`src/rtl/or1200_pc_redirect_ctrl.sv`:
```
// or1200_pc_redirect_ctrl
// Arbitrates the PC redirect sources that feed or1200_genpc. The sources are
// SPR PC write, exception, EX branch/RFE and refetch. The block registers the
// winning word-address target and holds it until fetch accepts it. Branch
// redirects are deferred while the LSU is stalled. Same-cycle SPR/exception
// collisions and fetch acceptance timeouts raise sticky flags.
module or1200_pc_redirect_ctrl #(
  parameter logic [19:0] EXC_PREFIX_HI = 20'hF0000,
  parameter int          TIMEOUT       = 16,
  parameter int          TO_W          = 8
) (
  input  logic        clk,
  input  logic        rst,
  input  logic        spr_pc_we,
  input  logic [31:0] spr_dat_i,
  input  logic        except_start,
  input  logic [3:0]  except_type,
  input  logic        except_prefix,
  input  logic        ex_valid,
  input  logic [2:0]  branch_op,
  input  logic        flag,
  input  logic [29:0] ex_branch_addrtarget,
  input  logic [31:0] operand_b,
  input  logic [31:0] epcr,
  input  logic [29:0] pcreg,
  input  logic        genpc_refetch,
  input  logic        lsu_stall,
  input  logic        if_rdy,
  output logic        redir_valid,
  output logic [29:0] redir_pc,
  output logic [2:0]  redir_src,
  output logic        ex_branch_taken,
  output logic        wait_lsu,
  output logic        refetch_r,
  output logic        id_stall,
  output logic        coll_err,
  output logic        redir_timeout
);

  // Each state bit drives one output directly. Bit 1 is redir_valid and
  // bit 0 is wait_lsu.
  localparam logic [1:0] ST_IDLE = 2'b00;
  localparam logic [1:0] ST_WAIT = 2'b01;
  localparam logic [1:0] ST_PEND = 2'b10;

  localparam logic [2:0] SRC_NONE = 3'd0;
  localparam logic [2:0] SRC_SPR  = 3'd1;
  localparam logic [2:0] SRC_EXC  = 3'd2;
  localparam logic [2:0] SRC_BR   = 3'd3;
  localparam logic [2:0] SRC_RFE  = 3'd4;
  localparam logic [2:0] SRC_REF  = 3'd5;

  localparam logic [TO_W-1:0] TO_MAX  = TO_W'(TIMEOUT);
  localparam logic [TO_W-1:0] CNT_ONE = TO_W'(1);

  logic [1:0]      r_state;
  logic [29:0]     r_pc;
  logic [2:0]      r_src;
  logic            r_ebt;
  logic            r_refetch;
  logic            r_coll;
  logic            r_timeout;
  logic [TO_W-1:0] r_cnt;

  logic            w_br_hit;
  logic            w_rfe_hit;
  logic [29:0]     w_br_pc;
  logic [29:0]     w_exc_pc;
  logic [2:0]      w_win_src;
  logic [29:0]     w_win_pc;
  logic            w_cap;
  logic [1:0]      w_nstate;
  logic [TO_W-1:0] w_cnt_inc;
  logic            w_unused_bits;

  // The low two bits of the byte-address sources are not used because all
  // targets are word addresses.
  assign w_unused_bits = ^{spr_dat_i[1:0], operand_b[1:0], epcr[1:0]};

  assign w_exc_pc  = {(except_prefix ? EXC_PREFIX_HI : 20'h00000), except_type, 6'h00};
  assign w_cnt_inc = (r_cnt == TO_MAX) ? r_cnt : (r_cnt + CNT_ONE);

  // Decode the EX-stage branch opcode into taken-branch and RFE requests.
  always_comb begin
    w_br_hit  = 1'b0;
    w_rfe_hit = 1'b0;
    w_br_pc   = ex_branch_addrtarget;
    if (ex_valid) begin
      case (branch_op)
        3'd1, 3'd3: w_br_hit = 1'b1;
        3'd2: begin
          w_br_hit = 1'b1;
          w_br_pc  = operand_b[31:2];
        end
        3'd4:    w_br_hit  = flag;
        3'd5:    w_br_hit  = ~flag;
        3'd6:    w_rfe_hit = 1'b1;
        default: w_br_hit  = 1'b0;
      endcase
    end else begin
      w_br_hit  = 1'b0;
      w_rfe_hit = 1'b0;
    end
  end

  // Select the winning event by priority: SPR, then EXC, then BR/RFE, then REFETCH.
  always_comb begin
    w_win_src = SRC_NONE;
    w_win_pc  = r_pc;
    if (spr_pc_we) begin
      w_win_src = SRC_SPR;
      w_win_pc  = spr_dat_i[31:2];
    end else if (except_start) begin
      w_win_src = SRC_EXC;
      w_win_pc  = w_exc_pc;
    end else if (w_br_hit) begin
      w_win_src = SRC_BR;
      w_win_pc  = w_br_pc;
    end else if (w_rfe_hit) begin
      w_win_src = SRC_RFE;
      w_win_pc  = epcr[31:2];
    end else if (genpc_refetch) begin
      w_win_src = SRC_REF;
      w_win_pc  = pcreg;
    end else begin
      w_win_src = SRC_NONE;
      w_win_pc  = r_pc;
    end
  end

  // Compute the next state and decide whether the winner is captured this
  // edge. While a redirect is pending, ID is stalled, so only SPR and
  // exception events are accepted.
  always_comb begin
    w_cap    = 1'b0;
    w_nstate = r_state;
    case (r_state)
      ST_IDLE: begin
        if (w_win_src == SRC_NONE) begin
          w_nstate = ST_IDLE;
        end else if (((w_win_src == SRC_BR) || (w_win_src == SRC_RFE)) && lsu_stall) begin
          w_cap    = 1'b1;
          w_nstate = ST_WAIT;
        end else begin
          w_cap    = 1'b1;
          w_nstate = ST_PEND;
        end
      end
      ST_WAIT: begin
        if (spr_pc_we || except_start) begin
          w_cap    = 1'b1;
          w_nstate = ST_PEND;
        end else if (!lsu_stall) begin
          w_nstate = ST_PEND;
        end else begin
          w_nstate = ST_WAIT;
        end
      end
      ST_PEND: begin
        if (spr_pc_we || except_start) begin
          w_cap    = 1'b1;
          w_nstate = ST_PEND;
        end else if (if_rdy) begin
          w_nstate = ST_IDLE;
        end else begin
          w_nstate = ST_PEND;
        end
      end
      default: begin
        w_cap    = 1'b0;
        w_nstate = ST_IDLE;
      end
    endcase
  end

  // Update the state register, the held target and its source tag.
  always_ff @(posedge clk or negedge rst) begin
    if (!rst) begin
      r_state <= ST_IDLE;
      r_pc    <= 30'h0;
      r_src   <= SRC_NONE;
    end else begin
      r_state <= w_nstate;
      if (w_cap) begin
        r_pc  <= w_win_pc;
        r_src <= w_win_src;
      end else if (w_nstate == ST_IDLE) begin
        r_src <= SRC_NONE;
      end
    end
  end

  // Pulse outputs plus the sticky collision flag. The taken pulse marks the
  // capture of a branch, RFE or exception, not the release of a deferred branch.
  always_ff @(posedge clk or negedge rst) begin
    if (!rst) begin
      r_ebt     <= 1'b0;
      r_refetch <= 1'b0;
      r_coll    <= 1'b0;
    end else begin
      r_ebt     <= w_cap && ((w_win_src == SRC_EXC) || (w_win_src == SRC_BR) ||
                             (w_win_src == SRC_RFE));
      r_refetch <= genpc_refetch;
      if (spr_pc_we && except_start) begin
        r_coll <= 1'b1;
      end
    end
  end

  // Saturating wait counter and sticky timeout flag for unaccepted redirects.
  always_ff @(posedge clk or negedge rst) begin
    if (!rst) begin
      r_cnt     <= '0;
      r_timeout <= 1'b0;
    end else begin
      if (w_cap) begin
        r_cnt <= '0;
      end else if ((r_state == ST_PEND) && !if_rdy) begin
        r_cnt <= w_cnt_inc;
        if (w_cnt_inc == TO_MAX) begin
          r_timeout <= 1'b1;
        end
      end else begin
        r_cnt <= '0;
      end
    end
  end

  assign redir_valid     = r_state[1];
  assign wait_lsu        = r_state[0];
  assign id_stall        = r_state[1] | r_state[0];
  assign redir_pc        = r_pc;
  assign redir_src       = r_src;
  assign ex_branch_taken = r_ebt;
  assign refetch_r       = r_refetch;
  assign coll_err        = r_coll;
  assign redir_timeout   = r_timeout;

endmodule

```
`config.mk`:
```
export PLATFORM = sky130hd
export DESIGN_NAME = or1200_pc_redirect_ctrl
export DESIGN_NICKNAME = d
export VERILOG_FILES = /design/src/rtl/or1200_pc_redirect_ctrl.sv
export SDC_FILE = /design/constraint.sdc
export NUM_CORES = 1
export LEC_CHECK = 0
export CAP_MARGIN = 20
export CORE_MARGIN = 2
export CORE_UTILIZATION = 41
export CTS_CLUSTER_SIZE = 10
export DETAILED_ROUTE_END_ITERATION = 16
export HOLD_SLACK_MARGIN = 0.15
export PLACE_DENSITY = 0.88
export SYNTH_ARGS = -nofsm -noshare
export SYNTH_HDL_FRONTEND = slang
export SYNTH_SLANG_ARGS = --single-unit
```
`constraint.sdc`:
```
create_clock -name clk -period 5.13 [get_ports clk]
set_input_delay 0.513 -clock clk [delete_from_list [all_inputs] [get_ports clk]]
set_output_delay 0.513 -clock clk [all_outputs]
set_load 0.01 [all_outputs]
```
==> results of run 1 <==
==> timing repair <==
item / 4_1_cts / 5_1_grt
hold buffers: 0 / 1
setup endpoints to repair: 0 / 0
hold endpoints to repair: 0 / 8
==> layout make-up <==
type | count | area [sq um]
fillers | 648 | 2560
inverters | 8 | 30.0
well taps | 105 | 131
flip-flops and latches | 47 | 1180
clock buffers | 7 | 96.3
multi-input cells | 263 | 2040
repair buffers | 214 | 2130
clock inverters | 1 | 7.51
==> registers in the layout, summed over array words and instances (netlist names) <==
register         count
refetch_r            1
redir_src            3
r_state              2
coll_err             1
r_cnt                8
redir_timeout        1
redir_pc            30
ex_branch_taken      1
==> layer usage <==
metal	routed length, um	global-route usage (%)
met1	4460	28.9
met2	6310	45.6
met3	1080	6.32
met5	0	0
met4	257	7.86
==> how the worst max path moves through the flow <==
stage | startpoint | end | cells past startpoint
5_1_grt | ex_valid | redir_pc[14] | 6
3_5_place_dp | ex_valid | redir_pc[18] | 6
3_3_place_gp | ex_valid | redir_pc[14] | 6
2_1_floorplan | r_state[1] | redir_pc[0] | 9
4_1_cts | ex_valid | redir_pc[18] | 6
6_report | ex_valid | redir_pc[18] | 6
==> placed cells by master (no fill, tap or decap), types with 8 or more instances in the layout <==
cell,Yosys,routed
clkdlybuf4s50_1,0,205
mux2i_1,73,73
dfrtp_1,47,47
and3_1,26,26
a221o_1,23,23
nor2_1,18,17
nand2_1,16,16
a21oi_1,16,16
nand3_1,11,11
inv_1,8,8
==> power breakdown <==
part           switching [mW]  internal (mW)
sequential             0.0779          0.493
combinational           0.417          0.515
clock                   0.132          0.123
==> synthesized netlist by cell type (5+ instances only) <==
master / instances
a221o_1: 23
clkbuf_1: 13
and3_1: 26
mux2i_1: 73
a211o_1: 5
nor2_1: 18
buf_2: 9
dfrtp_1: 47
a221oi_1: 6
nand3_1: 11
a21oi_1: 16
inv_1: 8
nand2_1: 16
a31oi_1: 5
ha_1: 6
==> worst max-delay path, delay by kind of cell <==
kind            cells  cell delay, ps
compound gates      1             330
buf+inv             2            1270
mux                 2             330
simple gates        1             620
==> kinds of logic (layout without fill, tap and decap cells) <==
group | after synthesis | in the layout
xor+xnor | 8 | 8
mux | 75 | 75
compound gates | 80 | 80
fa+ha+maj | 6 | 6
simple gates | 94 | 94
buf+inv | 38 | 230
flops | 47 | 47
==> metrics.log, run 1 <==
[metrics] outcome: completed
[metrics] crit path DAT: 3090 ps
[metrics] PnR Total Power: 1.76 mW
[metrics] PnR worst setup slack: 2240 ps
[metrics] fraction of the mapped netlist area in compound gates: 18.5%
[metrics] Critical Path Most Common Cell: mux2i_1
[metrics] gp weighted congestion: 0.884
[metrics] detailed-route wire length per cell: 18.8 um
[metrics] reg-to-reg setup timing slack: 2600 ps
[metrics] buffer cell driving the clock tree root: clkbuf_8
[metrics] final core utilization: 68.7%
[metrics] Resized Gates After CTS: 0
[metrics] data required time at the worst endpoint: 5320 ps
[metrics] DRC violations left: 0
[metrics] post-synthesis share of cell area spent on and, or, nand and nor gates: 14.6%
[metrics] crit end category: flop
[metrics] area after detailed placement: 0.00548 sq mm
[metrics] cells taking the most area after synthesis: dfrtp_1 (34%), mux2i_1 (21%), a221o_1 (6.7%)
[metrics] worst slack at placement: 1920 ps
[metrics] Final TNS setup: 0 ps
[metrics] Hold Path Origin: coll_err
[metrics] share of synthesized area spent on multiplexers: 21.9%
[metrics] worst supply voltage drop on vdd: 0.198 mV
[metrics] number of levels the H-tree was split into: 2
[metrics] die height: 95.5 um
[metrics] nets in the synthesized netlist: 527
[metrics] global-route total usage across every layer: 25.2%
[metrics] average cell area after synthesis: 9.87 sq um
[metrics] highest achievable clock rate: 0.345 GHz
[metrics] crit path time final: 2890 ps
[metrics] antenna diode count: 0
[metrics] vias in the first global route: 3625
[metrics] largest clock skew in the final design: 6.91 ps
[metrics] Slew HR: 33.6%
[metrics] share of the synthesized netlist area taken by xor and xnor gates: 2.04%
[metrics] largest net degree at the start of global routing: 48
[metrics] proportion of netlist area held by the largest area contributor: 34.2%
[metrics] number of library cell types mapped by synthesis: 50
[metrics] total wire length after detailed routing: 12100 um
[metrics] Worst Hold Path Cells: 1
[metrics] initial core utilization: 42.0%
[metrics] crit share post-route: 56.4%
[metrics] area share of fa/ha/maj cells after synthesis: 2.18%
[metrics] Longest Clk Path Bufs: 2
[metrics] initial antenna violation count: 0
[metrics] number of buffers created by CTS: 5
[metrics] critical path launch point type: primary input
[metrics] Final nets: 718
[metrics] number of iterations in the first detailed-routing pass: 5
[metrics] transition time at the pin with the least slew margin: 995 ps
[metrics] remaining number of nets flagged by the antenna check after routing: 0
[metrics] kind of critical path: primary input to flop
[metrics] Num Clock Sinks: 47
[metrics] most instantiated flip-flop cell in the synthesis netlist: dfrtp_1
[metrics] combined area of all synthesized cells: 0.00344 sq mm
[metrics] IO Port Bufs: 206
[metrics] hold path endpoint: coll_err
[metrics] Post-Place Cells: 635
[metrics] setup repair after global routing missed its margin: false
[metrics] count of final max-slew check failures: 0
[metrics] capturing point of the worst reg2reg path: redir_pc[0]
[metrics] Initial DRC Count: 86
[metrics] TritonCTS clock tree: done
[metrics] dominant combinational cell family by area after synthesis: multiplexers
[metrics] total grt overflow: 0
[metrics] wire length of the first global-routing pass: 17700 um
[metrics] post-synthesis sequential area ratio: 34.2%
[metrics] #FFs+latches synth: 47
[metrics] Post-Route Hold Slack: 478 ps
[metrics] die extent in x: 95.5 um
[metrics] Post CTS Setup Buffer Count: 0
[metrics] Crit Reg-Reg Startpoint: r_state[0]
[metrics] Core Box Area: 0.00818 sq mm
[metrics] # IOs: 213
[metrics] site row count: 33
[metrics] synthesized netlist cell count: 348
[metrics] Worst Reg-to-Reg Cells: 7
[metrics] Die Outline Area: 0.00913 sq mm
[metrics] Tightest Hold Check Type: flop to flop
[metrics] async set-reset flop share out of synthesis: 100%
[metrics] number of standard cells in the layout, taps in and fillers out: 645
[metrics] largest driver fanout on the critical path: 17
[metrics] number of synthesis warnings: 0
[metrics] cell with the largest stage delay on the worst path: clkdlybuf4s50_1
[metrics] number of enable flip-flop cells after synthesis: 0
[metrics] fraction of final layout cells with drive strength greater than 1: 5.00%
[metrics] via count: 3643
[metrics] power per standard cell area: 313 mW/mm^2
[metrics] library cell occupying the most area in the post-synthesis netlist: dfrtp_1
[metrics] Syn-to-layout area delta: 63.5%
[metrics] Final Hold Vio Count: 0
[metrics] critical path cell sequence: clkdlybuf4s50_1 -> nand4bb_2 -> buf_4 -> mux2i_1 -> mux2i_1 -> a221o_1
[metrics] ratio of routed vias to standard cells: 5.65
[metrics] slowest stage delay, CP: 800 ps
[metrics] source-to-sink clock delay at the later pin of the worst-skew pair: 300 ps
[metrics] Worst-path clk slew: 90 ps
[metrics] Maximum Capacitance Violations: 0
[metrics] HPWL Detailed: 9190 um
[metrics] area of all placed cells without fillers: 0.00562 sq mm
[metrics] Setup-failing EPs final: 0
[metrics] P_leak: 2.63 nW
Note: power is estimated with default switching activity, not from simulation.
==> inputs of run 2 (changes only) <==
CORE_UTILIZATION = 34   (was 41)
PLACE_DENSITY = 0.78   (was 0.88)
clock period = 2.5 ns   (was 5.13 ns; I/O delays follow)
==> run 2 against run 1 <==
  * Non-clock buffer count increased by 14
  * Via count up 0.69%
  * Die area rose by 20%
  * Wire length down 2.3%
  * Hold slack got worse by 150 ps
  * Register-to-register slack worse by 2400 ps
  * Final cell count up 6.5%
  * Total power increased by 110%
  * Sequential share of layout area fell by 0.71 points
  * Combinational power grew 110%
  * First-iteration DRC count is 80% higher
  * Critical endpoint is now redir_pc[12]
  * Largest power group unchanged
==> metrics.log, run 2 (synthesis results as in run 1) <==
[metrics] capturing point of the worst reg2reg path: redir_pc[12]
[metrics] number of buffers created by CTS: 5 (unchanged)
[metrics] data required time at the worst endpoint: 2680 ps (-2640 ps)
[metrics] Die Outline Area: 0.0109 sq mm (+20%)
[metrics] detailed-route wire length per cell: 17.2 um (-8.3%)
[metrics] vias in the first global route: 3869 (+6.7%)
[metrics] DRC violations left: 0 (unchanged)
[metrics] die extent in x: 105 um (+9.4%)
[metrics] initial antenna violation count: 0 (unchanged)
[metrics] fill cell total of the finished layout: 869 (+34%)
[metrics] buffer cell driving the clock tree root: clkbuf_8
[metrics] worst setup path endpoint: redir_pc[12]
[metrics] Final nets: 732 (+1.9%)
[metrics] Setup-failing EPs final: 0 (unchanged)
[metrics] leading cell type in the layout, fill and taps excluded: clkdlybuf4s50_1
[metrics] gp weighted congestion: 0.866 (-2.0%)
[metrics] Initial DRC Count: 155 (+80%)
[metrics] Tightest Hold Check Type: primary input to asynchronous set/reset pin
[metrics] critical path launch point type: flop
[metrics] Crit Reg-Reg Startpoint: r_state[1]
[metrics] Maximum Capacitance Violations: 0 (unchanged)
[metrics] global-route total usage across every layer: 21.5% (-3.7 points)
[metrics] remaining number of nets flagged by the antenna check after routing: 0 (unchanged)
[metrics] Syn-to-layout area delta: 69.2%
[metrics] number of standard cells in the layout, taps in and fillers out: 687 (+6.5%)
[metrics] outcome: completed
[metrics] Longest Clk Path Bufs: 2 (unchanged)
[metrics] count of final max-slew check failures: 0 (unchanged)
[metrics] via count: 3668 (+0.69%)
[metrics] Num Clock Sinks: 47 (unchanged)
[metrics] Slew HR: 63.7% (+30 points)
[metrics] Final TNS setup: 0 ps (unchanged)
[metrics] total wire length after detailed routing: 11800 um (-2.3%)
[metrics] HPWL Detailed: 9320 um (+1.3%)
[metrics] TritonCTS clock tree: done
[metrics] ratio of routed vias to standard cells: 5.34 (-5.5%)
[metrics] crit end category: flop
[metrics] highest achievable clock rate: 0.434 GHz
[metrics] IO Port Bufs: 206 (unchanged)
[metrics] source-to-sink clock delay at the later pin of the worst-skew pair: 300 ps (about the same)
[metrics] transition time at the pin with the least slew margin: 543 ps (-452 ps)
[metrics] fraction of final layout cells with drive strength greater than 1: 7.40% (+2.4 points)
[metrics] antenna diode count: 0 (unchanged)
[metrics] largest clock skew in the final design: 3.25 ps (-3.66 ps)
[metrics] worst supply voltage drop on vdd: 0.386 mV (+95%)
[metrics] Core Box Area: 0.00977 sq mm (+20%)
[metrics] P_leak: 2.72 nW (+3.7%)
[metrics] Final Hold Vio Count: 0 (unchanged)
[metrics] site row count: 36 (+9.1%)
[metrics] largest driver fanout on the critical path: 30 (+13)
[metrics] reg-to-reg setup timing slack: 200 ps (-2400 ps)
[metrics] crit share post-route: 92.2%
[metrics] crit path time final: 2300 ps
[metrics] origin of the worst setup path: r_state[1]
[metrics] largest net degree at the start of global routing: 36 (-25%)
[metrics] number of levels the H-tree was split into: 2 (unchanged)
[metrics] wire length of the first global-routing pass: 19000 um (+7.7%)
[metrics] total grt overflow: 0 (unchanged)
[metrics] commonest cells after routing, fill and taps aside: clkdlybuf4s50_1 (205), mux2i_1 (73), dfrtp_1 (47)
[metrics] initial core utilization: 35.2% (-6.9 points)
[metrics] number of iterations in the first detailed-routing pass: 4 (-1)
[metrics] die height: 105 um (+9.4%)
[metrics] power per standard cell area: 642 mW/mm^2 (+110%)
[metrics] Worst-path clk slew: 90 ps (about the same)
[metrics] # IOs: 213 (unchanged)
[metrics] Worst Reg-to-Reg Cells: 9 (+2)
[metrics] crit path DAT: 2490 ps (-600 ps)
[metrics] setup repair after global routing missed its margin: false
[metrics] final core utilization: 59.5% (-9.2 points)
[metrics] number of flip-flops under the largest register name: 30 (unchanged)
[metrics] Post-Place Cells: 678 (+6.8%)
[metrics] kind of critical path: flop to flop
-- run 2: what timing repair did --
action,4_1_cts,5_1_grt
resized for setup,0,1
buffers inserted,0,0
hold endpoints to repair,47,0
hold buffers,1,0
endpoints found under the setup margin,0,22
-- run 2: worst max-delay path, cell delays in order, from the launching register on --
cell     delay [ps]
dfrtp_1         400
inv_1            80
ha_1            320
or2_2           300
a32oi_1         230
buf_4           170
nor2_2           50
buf_12          180
and3_1          210
a221o_1         260
-- run 2: worst min-delay path by stage --
stage / from / to / slack [ps] / cells past startpoint
6_report: rst / redir_pc[7] / 330 / 2
5_1_grt: rst / redir_src[2] / 360 / 2
4_1_cts: rst / redir_pc[7] / 320 / 2
3_5_place_dp: rst / redir_pc[7] / 120 / 1
3_3_place_gp: rst / redir_pc[7] / 120 / 1
2_1_floorplan: rst / coll_err / -50 / 0
-- run 2: cell type report --
cell class / instances / area (sq um) / area share, %
clock buffers: 6 / 82.6 / 1.42
clock inverters: 2 / 35.0 / 0.603
inverters: 8 / 30.0 / 0.517
multi-input cells: 263 / 2050 / 35.2
flip-flops and latches: 47 / 1180 / 20.2
well taps: 133 / 166 / 2.86
repair buffers: 228 / 2270 / 39.1
-- run 2: where the power goes --
part	internal (mW)	total, mW	switching (mW)
logic	1.12	1.98	0.859
clock network	0.324	0.588	0.264
registers	1.01	1.16	0.151
-- run 2: routing by layer --
| layer | global-route usage (%) | routed length (um) | vias up |
|---|---|---|---|
| met5 | 0 | 0 | - |
| met4 | 6.85 | 285 | 0 |
| met1 | 25.4 | 4700 | 1739 |
| li1 | - | - | 1726 |
| met2 | 37.8 | 5860 | 179 |
| met3 | 5.58 | 975 | 24 |
-- run 2: stage by stage --
step | worst slack (ps) | hold WS, ps | power, mW | instance area, sq um
6_report | 196 | 329 | 3.73 | 5810
5_1_grt | 109 | 363 | 3.97 | 5810
4_1_cts | 47.8 | 324 | 3.76 | 5810
3_5_place_dp | -12.0 | 119 | 3.16 | 5680
3_3_place_gp | 1.46 | 117 | 3.11 | 5680
2_1_floorplan | 330 | -45.6 | 2.06 | 3440
==> inputs of run 3 (changes only) <==
CELL_PAD_IN_SITES_DETAIL_PLACEMENT = 1   (was default)
CELL_PAD_IN_SITES_GLOBAL_PLACEMENT = 1   (was default)
CORE_UTILIZATION = 24   (was 34)
PLACE_DENSITY = default   (was 0.78)
PLACE_DENSITY_LB_ADDON = 0.1   (was default)
SKIP_LAST_GASP = 1   (was default)
SLEW_MARGIN = 20   (was default)
==> run 3 against run 2 <==
  * Sequential share of layout area down 0.57 points
  * Wire length up 19%
  * Sequential power about the same
  * Utilization down 17 points
  * Final cell count up 8.6%
  * Largest power group unchanged
==> metrics.log, run 3 (synthesis results as in run 1) <==
[metrics] Tightest Hold Check Type: primary input to asynchronous set/reset pin
[metrics] via count: 3663 (-0.14%)
[metrics] TritonCTS clock tree: done
[metrics] Final nets: 744 (+1.6%)
[metrics] total wire length after detailed routing: 14100 um (+19%)
[metrics] Maximum Capacitance Violations: 0 (unchanged)
[metrics] die extent in x: 124 um (+18%)
[metrics] area of all placed cells without fillers: 0.00598 sq mm (+2.9%)
[metrics] number of levels the H-tree was split into: 2 (unchanged)
[metrics] die height: 124 um (+18%)
[metrics] Die Outline Area: 0.0153 sq mm (+40%)
[metrics] fraction of final layout cells with drive strength greater than 1: 9.01% (+1.6 points)
[metrics] detailed-route wire length per cell: 18.9 um (+9.7%)
[metrics] PnR Total Power: 3.87 mW (+3.8%)
[metrics] Core Box Area: 0.0139 sq mm (+43%)
[metrics] worst supply voltage drop on vdd: 0.263 mV (-32%)
[metrics] ratio of routed vias to standard cells: 4.91 (-8.0%)
[metrics] Final Hold Vio Count: 0 (unchanged)
[metrics] total grt overflow: 0 (unchanged)
[metrics] critical path cell sequence: inv_1 -> ha_1 -> or2_2 -> a32oi_1 -> or2_1 -> buf_4 -> nor2_1 -> a21oi_1
[metrics] number of buffers created by CTS: 5 (unchanged)
[metrics] worst slack at placement: -140 ps (-128 ps)
[metrics] count of final max-slew check failures: 0 (unchanged)
[metrics] power per standard cell area: 648 mW/mm^2 (+0.86%)
[metrics] IO Port Bufs: 206 (unchanged)
[metrics] area used by multi-input combinational logic: 0.00205 sq mm (unchanged)
[metrics] remaining number of nets flagged by the antenna check after routing: 0 (unchanged)
[metrics] final core utilization: 42.9% (-17 points)
[metrics] kind of critical path: flop to flop
[metrics] Slew HR: 58.2% (-5.4 points)
[metrics] gp weighted congestion: 0.841 (-3.0%)
[metrics] Initial DRC Count: 108 (-30%)
[metrics] sequential cell area: 0.00118 sq mm (unchanged)
[metrics] setup repair after global routing missed its margin: false
[metrics] PnR worst setup slack: 253 ps (+57.0 ps)
[metrics] leading cell type in the layout, fill and taps excluded: clkdlybuf4s50_1
[metrics] wire length of the first global-routing pass: 21200 um (+11%)
[metrics] outcome: completed
[metrics] DRC violations left: 0 (unchanged)
[metrics] vias in the first global route: 3907 (+0.98%)
[metrics] data required time at the worst endpoint: 2720 ps (+40 ps)
[metrics] commonest cells after routing, fill and taps aside: clkdlybuf4s50_1 (205), mux2i_1 (73), dfrtp_1 (47)
[metrics] crit end category: flop
[metrics] Longest Clk Path Bufs: 2 (unchanged)
[metrics] crit path time final: 2250 ps (-57.0 ps)
[metrics] fill cell total of the finished layout: 1579 (+82%)
[metrics] Syn-to-layout area delta: 74.1%
[metrics] crit share post-route: 89.9% (-2.3 points)
[metrics] largest net degree at the start of global routing: 28 (-22%)
[metrics] CP delay by family, top: simple AND/OR/NAND/NOR gates
[metrics] largest clock skew in the final design: 4.25 ps (+0.994 ps)
[metrics] highest achievable clock rate: 0.445 GHz (+2.5%)
[metrics] site row count: 43 (+19%)
[metrics] Bufs and invs on worst path: 2 (-1)
[metrics] P_leak: 2.78 nW (+2.3%)
[metrics] Setup-failing EPs final: 0 (unchanged)
[metrics] HPWL Detailed: 11200 um (+20%)
[metrics] crit path DAT: 2460 ps (-30 ps)
[metrics] cell with the largest stage delay on the worst path: buf_4
[metrics] # IOs: 213 (unchanged)
[metrics] number of flip-flops under the largest register name: 30 (unchanged)
[metrics] buffer cell driving the clock tree root: clkbuf_16
[metrics] largest driver fanout on the critical path: 27 (-10%)
[metrics] initial antenna violation count: 0 (unchanged)
[metrics] slowest stage delay, CP: 360 ps (-40 ps)
[metrics] area after detailed placement: 0.00583 sq mm (+2.6%)
[metrics] global-route total usage across every layer: 18.2% (-3.3 points)
[metrics] Final TNS setup: 0 ps (unchanged)
[metrics] critical path launch point type: flop
[metrics] source-to-sink clock delay at the later pin of the worst-skew pair: 290 ps (about the same)
[metrics] Num Clock Sinks: 47 (unchanged)
[metrics] initial core utilization: 24.7% (-10 points)
[metrics] number of iterations in the first detailed-routing pass: 4 (unchanged)
[metrics] Worst-path clk slew: 60 ps (-30 ps)
[metrics] antenna diode count: 0 (unchanged)
[metrics] transition time at the pin with the least slew margin: 625 ps (+81.5 ps)
## run 3: what timing repair did
action / CTS / global route
hold buffers: 1 / 0
setup buffers: 0 / 0
endpoints found under the hold margin: 12 / 0
resized for setup: 1 / 0
endpoints found under the setup margin: 10 / 0
## run 3: final cells by class
class                      count  share of cell area (%)
inverter                       8                   0.502
tap                          180                    3.76
multi-input combinational    263                    34.2
clock buffer                   7                    2.22
timing repair buffer         240                    39.5
clock inverter                 1                  0.0837
sequential                    47                    19.7
## run 3: worst register-to-register path, cell delays in order, from the launching register on
cell and delay, ps:
dfrtp_1 340, inv_1 60, ha_1 320, or2_2 300, a32oi_1 240, or2_1 210, buf_4 360, nor2_1 180
a21oi_1 150
## run 3: final timing paths
path / start / end / slack, ps / cells past startpoint
worst max register to register: r_state[1] / redir_pc[26] / 250 / 8
min in group clk: coll_err / coll_err / 460 / 1
max in group asynchronous: rst / redir_pc[10] / 1410 / 3
worst min-delay path: rst / refetch_r / 430 / 2
worst max-delay path: r_state[1] / redir_pc[26] / 250 / 8
worst min register to register: coll_err / coll_err / 460 / 1
## run 3: where the power goes
| group | internal, mW | total, mW | switching, mW |
|---|---|---|---|
| sequential | 1.01 | 1.17 | 0.154 |
| combinational | 1.15 | 2.06 | 0.903 |
| clock | 0.370 | 0.651 | 0.281 |
## run 3: routing by layer
metal	vias up	global-route usage [%]	wire (um)
li1	1748	-	-
met4	0	3.55	139
met1	1779	22.5	5590
met3	10	4.90	1180
met2	126	31.9	7160
met5	-	0	0
## run 3: stage by stage
stage / hold WS (ps) / std cells
after floorplan: -45.6 / 348
after global placement: 180 / 737
after detailed placement: 187 / 737
after CTS: 434 / 746
after global routing: 445 / 746
final: 429 / 746
